<file path="src/rtl/result_frame_buffer.sv">
// result_frame_buffer: captures eig_core results into a small frame FIFO and
// drains each entry as a framed byte stream over a valid/ready interface.
// Frame: header {1, regime, seq}, kappa MSB first, inv_kappa MSB first.
// Optional macro RESULT_FRAME_CHECKSUM_EN appends an XOR checksum byte.
module result_frame_buffer #(
   parameter int DEPTH  = 4,
   parameter int WORD_W = 32
) (
   input  logic                       clk,
   input  logic                       rst,
   input  logic                       res_valid,
   input  logic [2:0]                 regime,
   input  logic signed [WORD_W-1:0]   kappa,
   input  logic signed [WORD_W-1:0]   inv_kappa,
   output logic [7:0]                 out_byte,
   output logic                       out_valid,
   input  logic                       out_ready,
   output logic                       frame_start,
   output logic                       buf_full,
   output logic [$clog2(DEPTH):0]     buf_count,
   output logic [7:0]                 drop_cnt
);

   localparam int PTR_W   = $clog2(DEPTH);
   localparam int CNT_W   = PTR_W + 1;
   localparam int ENTRY_W = 4 + 3 + 2 * WORD_W;
`ifdef RESULT_FRAME_CHECKSUM_EN
   localparam logic [3:0] LAST_IDX = 4'd9;
`else
   localparam logic [3:0] LAST_IDX = 4'd8;
`endif

   typedef enum logic {IDLE, SEND} state_t;

   state_t              state, state_nx;
   logic [ENTRY_W-1:0]  mem [DEPTH];
   logic [PTR_W-1:0]    wr_ptr, rd_ptr;
   logic [CNT_W-1:0]    count;
   logic [3:0]          seq;
   logic [3:0]          byte_idx, idx_nx;
   logic [7:0]          byte_nx;
   logic [ENTRY_W-1:0]  new_entry, head, next_head;
   logic                hs, last, pop, push, drop, full;

   // Payload bytes of an entry (header, kappa, inv_kappa)
   function automatic logic [7:0] data_byte(input logic [ENTRY_W-1:0] e,
                                            input logic [3:0] idx);
      logic [WORD_W-1:0] k;
      logic [WORD_W-1:0] ik;
      k  = e[2*WORD_W-1:WORD_W];
      ik = e[WORD_W-1:0];
      case (idx)
         4'd0:    return {1'b1, e[ENTRY_W-5 -: 3], e[ENTRY_W-1 -: 4]};
         4'd1:    return k[31:24];
         4'd2:    return k[23:16];
         4'd3:    return k[15:8];
         4'd4:    return k[7:0];
         4'd5:    return ik[31:24];
         4'd6:    return ik[23:16];
         4'd7:    return ik[15:8];
         4'd8:    return ik[7:0];
         default: return 8'h00;
      endcase
   endfunction

   // Complete frame byte, including the checksum when enabled
   function automatic logic [7:0] frame_byte(input logic [ENTRY_W-1:0] e,
                                             input logic [3:0] idx);
`ifdef RESULT_FRAME_CHECKSUM_EN
      logic [7:0] x;
      x = 8'h00;
      if (idx == 4'd9) begin
         for (int i = 0; i < 9; i++) x ^= data_byte(e, 4'(i));
      end else begin
         x = data_byte(e, idx);
      end
      return x;
`else
      return data_byte(e, idx);
`endif
   endfunction

   assign new_entry   = {seq, regime, kappa, inv_kappa};
   assign head        = mem[rd_ptr];
   assign next_head   = mem[rd_ptr + PTR_W'(1)];
   assign out_valid   = (state == SEND);
   assign frame_start = out_valid & (byte_idx == 4'd0);
   assign buf_full    = full;
   assign buf_count   = count;

   // Handshake, push/pop/drop decisions and next-state / next-byte selection
   always_comb begin
      full     = (count == CNT_W'(DEPTH));
      hs       = (state == SEND) & out_ready;
      last     = (byte_idx == LAST_IDX);
      pop      = hs & last;
      push     = res_valid & (~full | pop);
      drop     = res_valid & full & ~pop;
      state_nx = state;
      idx_nx   = byte_idx;
      byte_nx  = out_byte;
      case (state)
         IDLE: begin
            if (count != '0) begin
               state_nx = SEND;
               idx_nx   = 4'd0;
               byte_nx  = frame_byte(head, 4'd0);
            end else if (push) begin
               // Empty buffer: present the header straight from the incoming result
               state_nx = SEND;
               idx_nx   = 4'd0;
               byte_nx  = frame_byte(new_entry, 4'd0);
            end
         end
         SEND: begin
            if (hs) begin
               if (!last) begin
                  idx_nx  = byte_idx + 4'd1;
                  byte_nx = frame_byte(head, byte_idx + 4'd1);
               end else if (count > CNT_W'(1)) begin
                  idx_nx  = 4'd0;
                  byte_nx = frame_byte(next_head, 4'd0);
               end else if (push) begin
                  idx_nx  = 4'd0;
                  byte_nx = frame_byte(new_entry, 4'd0);
               end else begin
                  state_nx = IDLE;
                  idx_nx   = 4'd0;
                  byte_nx  = 8'h00;
               end
            end
         end
         default: begin
            state_nx = IDLE;
            idx_nx   = 4'd0;
            byte_nx  = 8'h00;
         end
      endcase
   end

   // State, byte position and registered output byte
   always_ff @(posedge clk or posedge rst) begin
      if (rst) begin
         state    <= IDLE;
         byte_idx <= 4'd0;
         out_byte <= 8'h00;
      end else begin
         state    <= state_nx;
         byte_idx <= idx_nx;
         out_byte <= byte_nx;
      end
   end

   // FIFO pointers, occupancy, sequence number and drop counter
   always_ff @(posedge clk or posedge rst) begin
      if (rst) begin
         wr_ptr   <= '0;
         rd_ptr   <= '0;
         count    <= '0;
         seq      <= 4'd0;
         drop_cnt <= 8'd0;
      end else begin
         if (push) begin
            wr_ptr <= wr_ptr + PTR_W'(1);
            seq    <= seq + 4'd1;
         end
         if (pop) rd_ptr <= rd_ptr + PTR_W'(1);
         case ({push, pop})
            2'b10:   count <= count + CNT_W'(1);
            2'b01:   count <= count - CNT_W'(1);
            default: count <= count;
         endcase
         if (drop && drop_cnt != 8'hFF) drop_cnt <= drop_cnt + 8'd1;
      end
   end

   // Entry storage; contents need no reset since occupancy gates every read
   always_ff @(posedge clk) begin
      if (push) mem[wr_ptr] <= new_entry;
   end

endmodule

</file>
<file path="config.mk">
export PLATFORM = sky130hd
export DESIGN_NAME = result_frame_buffer
export DESIGN_NICKNAME = d
export VERILOG_FILES = /design/src/rtl/result_frame_buffer.sv
export SDC_FILE = /design/constraint.sdc
export NUM_CORES = 1
export LEC_CHECK = 0
export ABC_CLOCK_PERIOD_IN_PS = 3600
export CAP_MARGIN = 20
export CORE_MARGIN = 4
export CORE_UTILIZATION = 50
export CTS_CLUSTER_DIAMETER = 40
export DETAILED_ROUTE_END_ITERATION = 6
export GPL_TIMING_DRIVEN = 0
export HOLD_SLACK_MARGIN = 0.15
export PLACE_DENSITY = 0.84
export RECOVER_POWER = 100
export SETUP_SLACK_MARGIN = 0.15
export SLEW_MARGIN = 40
export SYNTH_ARGS = -nofsm -noshare
export SYNTH_HDL_FRONTEND = slang
export SYNTH_SLANG_ARGS = --single-unit
</file>
<file path="constraint.sdc">
create_clock -name clk -period 3.6 [get_ports clk]
set_input_delay 0.72 -clock clk [delete_from_list [all_inputs] [get_ports clk]]
set_output_delay 0.72 -clock clk [all_outputs]
set_load 0.1 [all_outputs]
</file>
======== After elaboration in Yosys (flattened, before gate mapping) ========
Memory sizes are Yosys's and may differ from the RTL's.
Cells that the tools add are included.
W data, S select, Z words.
word-level totals
  register bits after elaboration ......... 32
  RAM bits ................................ 284
  output and inout port bits .............. 22
  logic and storage cells ................. 69
  memories kept ........................... 1
cells by class
  add/sub/neg operators ................... 7
  magnitude comparators ................... 1
  equal/unequal tests ..................... 15
  muxes and demuxes ....................... 21
  bitwise gates (word level) .............. 10
  reductions and logical operators ........ 6
memories
  memory  words  width  read ports  clocked after Yosys merged registers in  write ports  RTL line  text
  mem     4      71     2           0                                        1            36        logic [ENTRY_W-1:0] mem [DEPTH];
operators with widths
  kind                   count
  $pmux W8 S9            1
  $mux W8                6
  $eq A4 B3 Y1 const B   4
  $mux W4                4
  $pmux W8 S2            1
  $add A4 B1 Y4 const B  2
  $add A8 B1 Y8 const B  1
  $eq A4 B2 Y1 const B   2
  $eq A4 B4 Y1 const B   2
  $logic_not A4 Y1       2
  $ne A8 B8 Y1 const B   1
  $pmux W4 S2            1
  $and A1 B1 Y1          6
  $mux W1                6
  $pmux W3 S2            1
  $add A2 B1 Y2 const B  2
  $eq A4 B1 Y1 const B   1
  $add A3 B1 Y3 const B  1
  $eq A3 B3 Y1 const B   1
  $gt A3 B1 Y1 const B   1
  $ne A3 B3 Y1 const B   1
  $not A1 Y1             3
  $reduce_bool A3 Y1     1
  $sub A3 B1 Y3 const B  1
  8 further kinds        8

======== Logic depth before layout (Yosys ltp) ========
Gate-level depths: netlist of run 1.
  word-level depth ........................ 9
  gate-level depth with buffers ........... 10
  mapped depth without buffers ............ 7

======== Least setup slack after synthesis of run 1 ========
Ideal clock, no wire load.
  path kind ............................... register to register
  from .................................... register count[1], in the netlist buf_count[1]
  to ...................................... memory mem[0][0] (netlist bit) (enable)
  library setup time ...................... 437 ps
  arrival ................................. 4288 ps
  data required time ...................... 3163 ps
  setup slack ............................. -1125 ps
  cell stages (with the launch flop) ...... 9
  clock period less this slack ............ 4725 ps
  cells stage by stage .................... dfrtp_1 > clkbuf_1 > inv_1 > ha_1 > nand2_1 > inv_1 > a21boi_1 > buf_2 > and2_1
on the way
  cells in the longest elaborated chain, start to end .. 6
ends and longest elaborated chain
  what                           RTL line  text
  from (decl)                    38        logic [CNT_W-1:0] count;
  from (signal assigned)         169       2'b10: count <= count + CNT_W'(1);
  from (signal assigned)         170       2'b01: count <= count - CNT_W'(1);
  from (signal assigned)         171       default: count <= count;
  $eq A3 B3 Y1                   93        full = (count == CNT_W'(DEPTH));
  via buf_full                   19        output logic buf_full,
  $not A1 Y1                     97        push = res_valid & (~full | pop);
  $or A1 B1 Y1                   97
  $and A1 B1 Y1                  97
  $mux W1                        179       if (push) mem[wr_ptr] <= new_entry;
  $mux W1 (implied by the code)  179
  to (decl)                      36
The timed path passes the listed nets, and every way through them passes these cells.

======== Final worst setup path of run 1 ========
  from .................................... register byte_idx[0]
  to ...................................... output port frame_start
on the way
  cells in the longest elaborated chain, start to end .. 2
ends and longest elaborated chain
  what                    RTL line  text
  from (decl)             40        logic [3:0] byte_idx, idx_nx;
  from (signal assigned)  149       byte_idx <= idx_nx;
  $logic_not A4 Y1        87        assign frame_start = out_valid & (byte_idx == 4'd0);
  $and A1 B1 Y1           87
  to (decl)               18        output logic frame_start,
Every way passes these cells.

==> impl_metrics.env, run 1 <==
export IMPL_critPathLaunchType="register"
export IMPL_timing_max_cap_violations=0
export IMPL_grt_setup_unrepaired="false"
export IMPL_hold_path_depth=1
export IMPL_viasPerCell=5.965
export IMPL_pin_count=93
export IMPL_synthDominantAreaCellType="edfxtp_1"
export IMPL_synth_fp_nets=795
export IMPL_cp_end_kind="primary output"
export IMPL_post_cts_resized_instances=0
export IMPL_clkLatencyLatePin_ns=0.54
export IMPL_die_w_microns=170.1
export IMPL_numClockSinks=316
export IMPL_tritoncts="yes"
export IMPL_worstReg2RegStart="buf_count[1]"
export IMPL_maximum_number_of_pins_on_one_net_before_global_route_repair=38
export IMPL_timing_max_slew_rel_slack_pct=10.43
export IMPL_synth_edff_count=284
export IMPL_power_share_sequential_pct=39.1
export IMPL_clock_buffers_created_by_tritoncts=39
export IMPL_status="finished clean"
export IMPL_initial_utilization_pct=50.58
export IMPL_clock_path_buffers=3
export IMPL_wl_per_cell_microns=24.24
export IMPL_drt_initial_drc_count=852
export IMPL_synthCells=711
export IMPL_netSwitchingFraction_pct=34.51
export IMPL_floorplan_die_area_sq_um=28940
export IMPL_asyncSetResetFlopFracSynth_pct=10.13
export IMPL_setup_worst_path_start="byte_idx[0]"
export IMPL_final_core_util_pct=60.82
export IMPL_skew_ns=0.02519
export IMPL_synth_top_cell_area_share_pct=64.89
export IMPL_timing_fmax_mhz=303.6
export IMPL_cts_root_buf="clkbuf_16"
export IMPL_worst_r2r_path_depth=9
export IMPL_fillCellCount=1881
export IMPL_final_critical_path_setup_slack_ns=0.3060
export IMPL_yosys_warn_count=0
export IMPL_critical_path_max_fanout=10
export IMPL_rows=59
export IMPL_netlist_top_cells_area="edfxtp_1 65%, mux4_2 12%, dfrtp_1 6.1%, ha_1 1.2%, a21oi_1 1.1%"
export IMPL_power_static_leakage_nw=5.342
export IMPL_syn_area_per_cell_sq_um=18.48
export IMPL_worstHoldStart="drop_cnt[4]"
export IMPL_final_area_sq_um=15800
export IMPL_gr_total_overflow=0
export IMPL_total_power_w=0.01339
export IMPL_finish_net_count=936
export IMPL_antenna_cells_inserted=0
export IMPL_post_synth_num_cell_types=51
export IMPL_postRouteAntennaNets=0
export IMPL_type_of_the_worst_min_delay_path="register to register"
export IMPL_power_per_cell_area_nw_per_um2=847.5
export IMPL_yosys_register_bits=316
export IMPL_comb_power_share_pct=32.2
export IMPL_maxSlewViolCount=0
export IMPL_cts_htree_levels=2
export IMPL_place_ws_ns=0.4500
export IMPL_cts_clk_slew_worst_paths_ns=0.05
export IMPL_dp_hpwl_microns=19370
export IMPL_hold_path_endpoint="drop_cnt[4]"
export IMPL_ys_dominant_reg_cell="edfxtp_1"
export IMPL_dpl_instance_area_sq_um=14560
export IMPL_final_common_cell="edfxtp_1"
export IMPL_floorplan_die_height_microns=170.1
export IMPL_reg2reg_to="mem[2][60]"
export IMPL_mostFrequentLayoutCells="284 x edfxtp_1, 70 x mux4_2, 68 x dlygate4sd3_1"
export IMPL_route_final_wire_length_microns=29520
export IMPL_critical_path_class="register to primary output"
export IMPL_first_global_vias=7470
export IMPL_first_pass_iters=5
export IMPL_cp_arrival_ns=2.57
export IMPL_period_needed_ns=3.294
export IMPL_cts_hold_buffers_added=0
export IMPL_groute_usage_overall_pct=20.58
export IMPL_post_route_cells_drive_above_1_share_pct=20.72
export IMPL_place_port_buffers=92
export IMPL_post_cts_setup_buffers=0
export IMPL_initial_antenna_violation_count=0
export IMPL_clock_power_share_pct=28.7
export IMPL_area_overhead_of_the_layout_relative_to_synthesis_pct=20.25
export IMPL_rrSetupSlack_ns=0.38
export IMPL_timing_hold_violations_final=0
export IMPL_design_core_area_sq_um=25980
export IMPL_drcViolationCount=0
export IMPL_intPower_w=0.008771
export IMPL_synth_seq_area_share_pct=70.98
export IMPL_p_switching_w=0.004622
export IMPL_routability_cong=0.9141
export IMPL_grt_pass1_wl_microns=44640
export IMPL_required_ns=2.88
export IMPL_via_count=7265
export IMPL_slew_worst_pin_ns=1.342
export IMPL_setup_viol=0
export IMPL_final_min_period_over_clock_period_pct=91.50
export IMPL_ir_worst_vdd_v=0.0006730
export IMPL_synthesis_area_sq_um=13140
[through the flow]
step / instances / TNS [ns] / hold slack, ns
after floorplan: 711 / -39.07 / 0.5186
after global placement: 1138 / -112.10 / 0.4764
after detailed placement: 1146 / 0 / 0.4795
after CTS: 1218 / 0 / 0.4867
after global routing: 1218 / 0 / 0.5084
final: 1218 / 0 / 0.4929
[critical path: stages, from the launching register on]
cell,delay (ns)
dfrtp_1,0.40
clkbuf_1,0.21
inv_1,0.13
ha_1,0.24
clkbuf_2,0.28
nand2_1,0.10
nor3_2,0.20
buf_2,0.47
[worst max-delay path by stage]
stage / to / slack [ns] / cells past startpoint
after floorplan: mem[1][0] / -0.18 / 7
after global placement: mem[3][53] / -0.56 / 5
after detailed placement: mem[1][53] / 0.45 / 6
after CTS: frame_start / 0.17 / 7
after global routing: mem[0][24] / 0.12 / 9
final: frame_start / 0.31 / 7
[synthesized netlist by cell type (4+ instances only)]
cell	number
edfxtp_1	284
mux4_2	70
dfrtp_1	32
a21oi_1	28
inv_1	23
clkbuf_1	17
nor2_1	17
nand3b_1	16
buf_2	14
nand2_1	14
ha_1	13
o22ai_1	13
and3_1	12
and3b_1	11
mux2i_1	11
nand4_1	11
xnor2_1	11
nand2b_1	10
mux2_2	9
o211ai_1	9
a31oi_1	7
nor4_1	7
and2_1	6
nor4bb_1	6
o21ai_0	6
nand3_1	5
nor2b_1	5
buf_6	4
[power groups by stage]
stage          clock network, W  logic (W)  registers, W
3_3_place_gp                  0    0.00422       0.00527
6_report                0.00385    0.00432       0.00523
2_1_floorplan                 0    0.00245       0.00578
5_1_grt                 0.00409    0.00459       0.00529
4_1_cts                 0.00393    0.00440       0.00523
3_5_place_dp                  0    0.00435       0.00529
[state kept, by name, summed over array words and instances (netlist names)]
name and cells:
buf_count 3, byte_idx 4, drop_cnt 8, mem 284, out_byte 8, out_valid 1
rd_ptr 2, seq 4, wr_ptr 2
[cells by family after synthesis]
kind of cell,Yosys count,share of synthesized area [%]
DFF,316,70.98
and+or+nand+nor,130,6.179
muxes,93,14.20
AOI/OAI and AO/OA,79,3.884
buffers and inverters,66,2.580
xor gates and xnor gates,14,0.9330
adders and majority gates,13,1.238
[routing by layer]
metal / wire length, microns / GRT usage, %
met4: 766 / 5.833
met2: 14590 / 33.08
met1: 11690 / 28.61
met5: 0 / 0
met3: 2470 / 4.901
[final cells by class]
type	instances	area [sq um]	share of cell area [%]
Buffer	43	250.2	1.583
Clock buffer	48	1041	6.587
Clock inverter	24	261.5	1.655
Inverter	23	86.33	0.5463
Multi-Input combinational cell	329	3496	22.12
Sequential cell	316	9330	59.04
Tap cell	335	419.2	2.652
Timing Repair Buffer	100	919.6	5.819
Power figures use the tool's default switching activity.
==> run 2, diff against run 1 <==
- GPL_ROUTABILITY_DRIVEN: not set -> 0
==> impl_metrics.env, run 2 (same netlist as run 1, synthesis figures left out) <==
export IMPL_required_ns=3.97
export IMPL_via_count=7247
export IMPL_rows=59
export IMPL_place_ws_ns=0.4538
export IMPL_netSwitchingFraction_pct=34.60
export IMPL_viasPerCell=5.970
export IMPL_gr_total_overflow=0
export IMPL_cp_arrival_ns=3.60
export IMPL_initial_utilization_pct=50.58
export IMPL_maximum_number_of_pins_on_one_net_before_global_route_repair=37
export IMPL_worst_path_max_delay_cell="a31oi_1"
export IMPL_rrSetupSlack_ns=0.38
export IMPL_timing_fmax_mhz=310.1
export IMPL_ir_worst_vdd_v=0.0005968
export IMPL_cts_htree_levels=2
export IMPL_busiest_layer="met2"
export IMPL_area_overhead_of_the_layout_relative_to_synthesis_pct=19.54
export IMPL_grt_use_met2_pct=32.00
export IMPL_groute_usage_overall_pct=19.62
export IMPL_skew_ns=0.01770
export IMPL_cts_hold_buffers_added=0
export IMPL_power_static_leakage_nw=5.286
export IMPL_hold_path_depth=1
export IMPL_timing_max_slew_rel_slack_pct=12.96
export IMPL_critical_path_max_fanout=10
export IMPL_post_cts_setup_buffers=0
export IMPL_die_w_microns=170.1
export IMPL_post_route_cells_drive_above_1_share_pct=20.48
export IMPL_power_share_sequential_pct=40.0
export IMPL_drt_initial_drc_count=1066
export IMPL_timing_max_cap_violations=0
export IMPL_crit_path_max_incr_delay_ns=0.82
export IMPL_clock_path_buffers=3
export IMPL_total_power_w=0.01304
export IMPL_final_common_cell="edfxtp_1"
export IMPL_final_area_sq_um=15710
export IMPL_grt_setup_unrepaired="false"
export IMPL_initial_antenna_violation_count=0
export IMPL_mostFrequentLayoutCells="284 x edfxtp_1, 70 x mux4_2, 68 x dlygate4sd3_1"
export IMPL_dpl_instance_area_sq_um=14560
export IMPL_period_needed_ns=3.225
export IMPL_final_min_period_over_clock_period_pct=89.57
export IMPL_largest_registers="mem: 284 flops, drop_cnt: 8 flops, out_byte: 8 flops"
export IMPL_numClockSinks=316
export IMPL_dp_hpwl_microns=19350
export IMPL_setup_tns_final_ns=0
export IMPL_floorplan_die_height_microns=170.1
export IMPL_registers_top_by_ff_count="mem"
export IMPL_critPathLaunchType="register"
export IMPL_intPower_w=0.008528
export IMPL_reg2reg_to="out_byte[7]"
export IMPL_maxSlewViolCount=0
export IMPL_type_of_the_worst_min_delay_path="register to register"
export IMPL_tritoncts="yes"
export IMPL_worst_r2r_path_depth=9
export IMPL_first_pass_iters=6
export IMPL_comb_power_share_pct=32.9
export IMPL_clkLatencyLatePin_ns=0.52
export IMPL_status="finished clean"
export IMPL_route_final_wire_length_microns=28340
export IMPL_post_cts_resized_instances=0
export IMPL_p_switching_w=0.004512
export IMPL_critical_path_buf_inv_count=3
export IMPL_clock_buffers_created_by_tritoncts=38
export IMPL_wl_per_cell_microns=23.35
export IMPL_drcViolationCount=0
export IMPL_design_core_area_sq_um=25980
export IMPL_grt_met1_usage_pct=27.33
export IMPL_cts_clk_slew_worst_paths_ns=0.06
export IMPL_grt_pass1_wl_microns=43080
export IMPL_power_per_cell_area_nw_per_um2=829.9
export IMPL_pin_count=93
export IMPL_finish_net_count=935
export IMPL_final_critical_path_setup_slack_ns=0.3754
export IMPL_setup_viol=0
export IMPL_place_port_buffers=92
export IMPL_crit_chain="clkbuf_1, inv_1, ha_1, clkbuf_1, and3_1, a31oi_1, and2b_1, nor4_1, a31oi_1"
export IMPL_postRouteAntennaNets=0
export IMPL_hold_path_endpoint="drop_cnt[4]"
export IMPL_worstReg2RegStart="byte_idx[0]"
export IMPL_final_core_util_pct=60.46
export IMPL_timing_hold_violations_final=0
export IMPL_largest_register_ff_count=284
export IMPL_slew_worst_pin_ns=1.304
export IMPL_clock_power_share_pct=27.1
export IMPL_timing_critical_path_max_delay_family="compound AO/OA/AOI/OAI gates"
export IMPL_worstHoldStart="drop_cnt[4]"
export IMPL_cts_root_buf="clkbuf_16"
export IMPL_critical_path_class="register to register"
export IMPL_first_global_vias=7341
export IMPL_antenna_cells_inserted=0
export IMPL_use_met3_pct=4.158
export IMPL_cp_end_kind="register"
export IMPL_floorplan_die_area_sq_um=28940
==> run 2: cell types whose count changed in the layout (fill, tap and decap cells not counted), sizes merged <==
cell	before	now
clkinvlp	1	3
clkbuf	89	87
buf	32	31
bufinv	3	1
inv	32	28
clkinv	11	14
==> run 2: cell type report <==
type | instances | area (sq um)
Clock inverter | 23 | 193.9
Multi-Input combinational cell | 329 | 3496
Clock buffer | 45 | 987.2
Inverter | 23 | 86.33
Sequential cell | 316 | 9330
Buffer | 43 | 250.2
Timing Repair Buffer | 100 | 948.4
Fill cell | 1867 | 10270
Tap cell | 335 | 419.2
==> run 2: worst max path at each step <==
stage	endpoint	cells past startpoint	from
after floorplan	mem[1][0]	7	buf_count[0]
after global placement	mem[3][53]	5	res_valid
after detailed placement	mem[0][53]	6	res_valid
after CTS	frame_start	7	byte_idx[1]
after global routing	out_byte[1]	9	byte_idx[0]
final	out_byte[7]	9	byte_idx[0]
==> run 2: worst register-to-register path, stage by stage (launching register included) <==
cell,delay [ns]
dfrtp_1,0.37
clkbuf_1,0.32
inv_1,0.13
ha_1,0.22
clkbuf_1,0.25
and3_1,0.26
a31oi_1,0.82
and2b_1,0.28
nor4_1,0.30
a31oi_1,0.13
==> run 2: metal layers <==
metal  routed length (microns)  vias up  share of wire (%)
met5                         0        -                  0
met4                       704        0                2.5
met3                      2656       68                9.4
met2                     13870      396                 49
met1                     11110     3618                 39
li1                          -     3165                  -
==> run 2: through the flow <==
stage / hold WS, ns / instances
after floorplan: 0.5186 / 711
after global routing: 0.5125 / 1214
final: 0.4965 / 1214
after CTS: 0.4936 / 1214
after detailed placement: 0.4864 / 1146
after global placement: 0.4797 / 1138
==> run 2: power by group through the flow <==
| stage | logic [W] | registers (W) | clock network (W) |
|---|---|---|---|
| 3_5_place_dp | 0.00432 | 0.00529 | 0 |
| 4_1_cts | 0.00434 | 0.00522 | 0.00359 |
| 3_3_place_gp | 0.00420 | 0.00527 | 0 |
| 2_1_floorplan | 0.00245 | 0.00578 | 0 |
| 5_1_grt | 0.00456 | 0.00528 | 0.00377 |
| 6_report | 0.00429 | 0.00522 | 0.00353 |
